`src/rtl/sevenseg_pkg.sv`:
```
// Shared constants and types for the four-digit seven-segment scanner.
// Segment patterns are active-high, bit 0 = segment a .. bit 6 = segment g.
package sevenseg_pkg;

    localparam int NUM_DIGITS = 4;

    typedef enum logic {
        BLANK = 1'b0,
        SHOW  = 1'b1
    } state_e;

    localparam logic [6:0] SEG_OFF = 7'h7F;
    localparam logic [3:0] AN_OFF  = 4'hF;

    // Hex digit -> gfedcba pattern; entry [0] is the rightmost element.
    localparam logic [15:0][6:0] HEX_SEG_TABLE = {
        7'h71, 7'h79, 7'h5E, 7'h39, 7'h7C, 7'h77, 7'h6F, 7'h7F,
        7'h07, 7'h7D, 7'h6D, 7'h66, 7'h4F, 7'h5B, 7'h06, 7'h3F
    };

endpackage

```
`src/rtl/sevenseg_scan_decode.sv`:
```
// Combinational hex-to-seven-segment decoder, active-high gfedcba output.
module hex7seg_decode
    import sevenseg_pkg::*;
(
    input  logic [3:0] hex,
    output logic [6:0] seg
);

    // Table lookup of the segment pattern for one hex digit.
    always_comb begin
        seg = HEX_SEG_TABLE[hex];
    end

endmodule

```
`src/rtl/sevenseg_scan.sv`:
```
// Time-multiplexed driver for a 4-digit common-anode seven-segment display.
// Each digit slot lasts REFRESH_DIV cycles: BLANK_CYCLES with all anodes off,
// then the digit is shown. The four input digits are latched once per frame
// (at the start of digit 0's slot) so a mid-scan update never tears a frame.
// Optional macro SEVENSEG_LZB_EN enables leading-zero blanking of digits 3..1.
// All outputs are registered and reflect the state held before each edge.
module sevenseg_scan
    import sevenseg_pkg::*;
#(
    parameter int REFRESH_DIV  = 100000,
    parameter int BLANK_CYCLES = 2
) (
    input  logic       clk,
    input  logic       reset,
    input  logic [3:0] digit3,
    input  logic [3:0] digit2,
    input  logic [3:0] digit1,
    input  logic [3:0] digit0,
    output logic [3:0] an,
    output logic [6:0] seg,
    output logic       dp
);

    localparam int CNT_W = (REFRESH_DIV > 2) ? $clog2(REFRESH_DIV) : 1;
    localparam logic [CNT_W-1:0] CNT_LAST   = CNT_W'(REFRESH_DIV - 1);
    localparam logic [CNT_W-1:0] BLANK_LAST = CNT_W'(BLANK_CYCLES - 1);

    state_e                           state_q, state_d;
    logic [CNT_W-1:0]                 cnt_q, cnt_d;
    logic [1:0]                       idx_q, idx_d;
    logic [NUM_DIGITS-1:0][3:0]       frame_q, frame_d;
    logic [3:0]                       an_q, an_d;
    logic [6:0]                       seg_q, seg_d;
    logic                             dp_q, dp_d;

    logic                             frame_start;
    logic [NUM_DIGITS-1:0]            lead_blank;
    logic [3:0]                       hex_sel;
    logic [6:0]                       dec_seg;

    // State, counter, frame and output registers with synchronous reset.
    always_ff @(posedge clk) begin
        if (reset) begin
            state_q <= BLANK;
            cnt_q   <= '0;
            idx_q   <= '0;
            frame_q <= '0;
            an_q    <= AN_OFF;
            seg_q   <= SEG_OFF;
            dp_q    <= 1'b1;
        end else begin
            state_q <= state_d;
            cnt_q   <= cnt_d;
            idx_q   <= idx_d;
            frame_q <= frame_d;
            an_q    <= an_d;
            seg_q   <= seg_d;
            dp_q    <= dp_d;
        end
    end

    // Next state: slot counter wraps every slot; BLANK gap then SHOW, advancing digit at slot end.
    always_comb begin
        state_d = state_q;
        idx_d   = idx_q;
        cnt_d   = (cnt_q == CNT_LAST) ? '0 : cnt_q + CNT_W'(1);
        case (state_q)
            BLANK: begin
                if (cnt_q == BLANK_LAST) begin
                    state_d = SHOW;
                end
            end
            SHOW: begin
                if (cnt_q == CNT_LAST) begin
                    state_d = BLANK;
                    idx_d   = idx_q + 2'd1;
                end
            end
            default: begin
                state_d = BLANK;
            end
        endcase
    end

    // Frame latch: capture all four digits only at the very start of digit 0's slot.
    always_comb begin
        frame_start = (state_q == BLANK) && (idx_q == 2'd0) && (cnt_q == '0);
        frame_d     = frame_q;
        if (frame_start) begin
            frame_d = {digit3, digit2, digit1, digit0};
        end
    end

    // Leading-zero flags derived from the latched frame; digit 0 is never blanked.
    always_comb begin
        lead_blank = '0;
`ifdef SEVENSEG_LZB_EN
        lead_blank[3] = (frame_q[3] == 4'd0);
        lead_blank[2] = lead_blank[3] && (frame_q[2] == 4'd0);
        lead_blank[1] = lead_blank[2] && (frame_q[1] == 4'd0);
`endif
    end

    // Select the digit for the current slot and decode it.
    always_comb begin
        hex_sel = frame_q[idx_q];
    end

    hex7seg_decode u_decode (
        .hex (hex_sel),
        .seg (dec_seg)
    );

    // Output decode: one active-low anode and inverted pattern in SHOW, everything off otherwise.
    always_comb begin
        an_d  = AN_OFF;
        seg_d = SEG_OFF;
        dp_d  = 1'b1;
        if ((state_q == SHOW) && !lead_blank[idx_q]) begin
            an_d  = ~(4'b0001 << idx_q);
            seg_d = ~dec_seg;
        end
    end

    assign an  = an_q;
    assign seg = seg_q;
    assign dp  = dp_q;

endmodule
```
`config.mk`:
```
export PLATFORM = sky130hd
export DESIGN_NAME = sevenseg_scan
export DESIGN_NICKNAME = d
export VERILOG_FILES = /design/src/rtl/sevenseg_pkg.sv /design/src/rtl/sevenseg_scan_decode.sv /design/src/rtl/sevenseg_scan.sv
export SDC_FILE = /design/constraint.sdc
export NUM_CORES = 1
export LEC_CHECK = 0
export CAP_MARGIN = 20
export CORE_ASPECT_RATIO = 1.25
export CORE_MARGIN = 5
export CORE_UTILIZATION = 41
export CTS_CLUSTER_DIAMETER = 100
export DETAILED_ROUTE_END_ITERATION = 12
export PLACE_DENSITY = 0.61
export SLEW_MARGIN = 20
export SYNTH_ARGS = -nofsm -noshare
export SYNTH_HDL_FRONTEND = slang
export SYNTH_SLANG_ARGS = --single-unit
export TNS_END_PERCENT = 20
```
`constraint.sdc`:
```
create_clock -name clk -period 1.95 [get_ports clk]
set_clock_uncertainty 0.05 [all_clocks]
set_input_delay 0.4875 -clock clk [delete_from_list [all_inputs] [get_ports clk]]
set_output_delay 0.4875 -clock clk [all_outputs]
set_load 0.005 [all_outputs]
```
==> results.ini <==
[run_status]
status=completed

[logic_synthesis]
synth_edf_count=0
synth_nets=275
synth_cell_type_count=39
ys_seq_area_share_pct=40.4
synth_ff_type=dfxtp_1
ys_warn_count=0
synth_area_sq_um=2330
syn_inst=244
ys_seq_elements=47
postSynthAreaPerCell_sq_um=9.54
ys_async_sr_fraction_pct=0

[finish]
final_layout_size_suffix_gt1_share_pct=9.06
synthToLayoutAreaGrowth_pct=20.7
fin_nets=308
post-route-util_pct=51.3
n_antenna_cell=0

[global_routing]
grt_start_max_net_pins=34
gr-total-overflow=0
use_met2_pct=19.5
grt_busiest_layer=met2
grt_usage_pct=12.1
use_met1_pct=15.5
first_global_vias=1572
grt_pass1_wl_um=7150
use_met3_pct=2.88
antenna_found_initial=0

[sta]
rsz0062_at_grt=false
fin_crit_ns=1.84
finalSetupViolCount=0
hold_violations=0
drv_slew=0
fmax_ghz=0.543
period_share_pct=94.4
fin_tns_setup_ns=0

[worst_hold_path]
hold_path_class=reg -> reg

[clocking]
cts_tree=done
cts_setup_buffers=0
clock_path_buffers=2
cts.sink_count=47
cts-root-buf=clkbuf_8
tritoncts.num_buffers=5
clk_pin_slew_ns=0.08
htree_levels=2
clk_latency_ns=0.29

[setup_path]
cp-endpoint=seg[5]
reg2reg_from=idx_q[0]
cp.required_ns=2.08
cp-startpoint=idx_q[0]
arrival_ns=1.97
rr_endpoint=seg[5]
critical_path_class=reg -> reg
r2r_setup_slack_ns=0.11
crit_fanout=5
setup.worst_path.end_class=register
reg2regPathDepth=5
start_kind=register

[floorplanning]
core_sq_um=5480
initial_core_util_pct=42.5
die-area_sq_um=7290
pin_count=30
std_cell_rows=30
die_w_um=77.4
die_h_um=94.2

[place]
dp_hpwl_um=3030
portBuffers=28
place_congestion=0.759

[route]
drc=0
drt-pass1-iter-count=4
ant_nets=0
dr.first_iter.drc_count=76
vias=1706
via_per_inst=5.02
wl_um=4160
post_drt_wl_per_cell_um=12.2

[pwr]
peakVddDrop_mv=0.305
powerDensity_nw_per_um2=674
p_leak_nw=1.09

[job]
cap_violations=0

[cell usage in the layout, fill, tap and decap left out, types with 9 or more instances in the layout]
cell	synthesis	layout
nand2b_1	37	37
xor2_1	11	11
inv_1	11	11
buf_4	1	10
ha_1	13	13
nand2_1	10	10
nor2_1	19	19
nand4_1	9	9
clkdlybuf4s50_1	0	28
dfxtp_1	47	46
mux2i_1	19	19
[repair_timing]
| item | CTS | global route |
|---|---|---|
| hold buffers | 0 | 0 |
| endpoints found under the setup margin | 0 | 6 |
| resized for setup | 0 | 2 |
[flip-flops by register name (all words and copies together) (netlist names)]
name	cells
cnt_q	17
frame_q	16
seg	7
an	4
idx_q	2
state_q	1
[report_power, final]
part           internal [mW]  total [mW]  switching (mW)
sequential              1.01        1.04          0.0307
combinational          0.178       0.320           0.142
clock                  0.239       0.528           0.289
total                   1.43        1.89           0.461
[critical path, cell delays in order, from the launching register on]
cell	delay, ns
dfxtp_2	0.40
mux4_2	0.58
ha_1	0.23
nand2_1	0.10
o21ai_0	0.09
a211o_1	0.29
[worst min-delay path by stage]
stage          slack, ns   startpoint           to  depth (start not counted)
6_report            0.43  frame_q[12]  frame_q[12]                          2
3_5_place_dp        0.42  frame_q[13]  frame_q[13]                          2
4_1_cts             0.43   frame_q[7]   frame_q[7]                          2
2_1_floorplan       0.40  frame_q[10]  frame_q[10]                          2
3_3_place_gp        0.41   frame_q[5]   frame_q[5]                          2
5_1_grt             0.45   frame_q[3]   frame_q[3]                          2
[final cells by class]
class	instances	area [sq um]
Inverter	11	41.3
Multi-Input combinational cell	172	1280
Fill cell	505	2670
Clock buffer	6	72.6
Timing Repair Buffer	40	395
Tap cell	64	80.1
Sequential cell	47	942
[per-layer routing]
| metal | part of all wire, % | vias to the layer above |
|---|---|---|
| met2 | 46 | 31 |
| met3 | 4.1 | 5 |
| met4 | 1.6 | 0 |
| met1 | 49 | 776 |
| li1 | - | 894 |
| met5 | 0 | - |
[cells by family after synthesis]
group	Yosys count	synth area share (%)
simple gates	99	24.6
flops	47	40.4
xor+xnor	12	4.52
compound gates	23	6.13
other cells	1	0.161
buf+inv	25	4.68
fa+ha+maj	13	6.99
mux	24	12.5
[metrics by stage]
step	worst slack (ns)	instances	hold slack [ns]	power, mW	instance area (sq um)
after floorplan	0.0199	244	0.395	1.27	2330
after global placement	0.0766	334	0.412	1.39	2740
after detailed placement	0.0244	334	0.417	1.39	2740
after CTS	0.0106	340	0.433	1.92	2810
after global routing	0.00757	340	0.454	2.01	2810
final	0.109	340	0.427	1.89	2810
[synthesized netlist by cell type, types with 2 or more instances]
master / number / share of area [%]
nor4_1: 2 / 0.54
mux2i_1: 19 / 8.2
a31oi_1: 2 / 0.54
nand3b_1: 3 / 0.97
xor2_1: 11 / 4.1
and3_1: 4 / 1.1
nand3_1: 5 / 1.1
or3_1: 4 / 1.1
nand2_1: 10 / 1.6
dfxtp_1: 47 / 40
nor2_1: 19 / 3.1
ha_1: 13 / 7.0
clkbuf_1: 9 / 1.5
nand2b_1: 37 / 9.9
inv_1: 11 / 1.8
buf_2: 3 / 0.64
and4_1: 2 / 0.75
o21ai_0: 7 / 1.5
a21oi_1: 5 / 1.1
nand4_1: 9 / 2.4
mux4_2: 4 / 3.9
No activity file was read; power rests on OpenSTA's default activity.
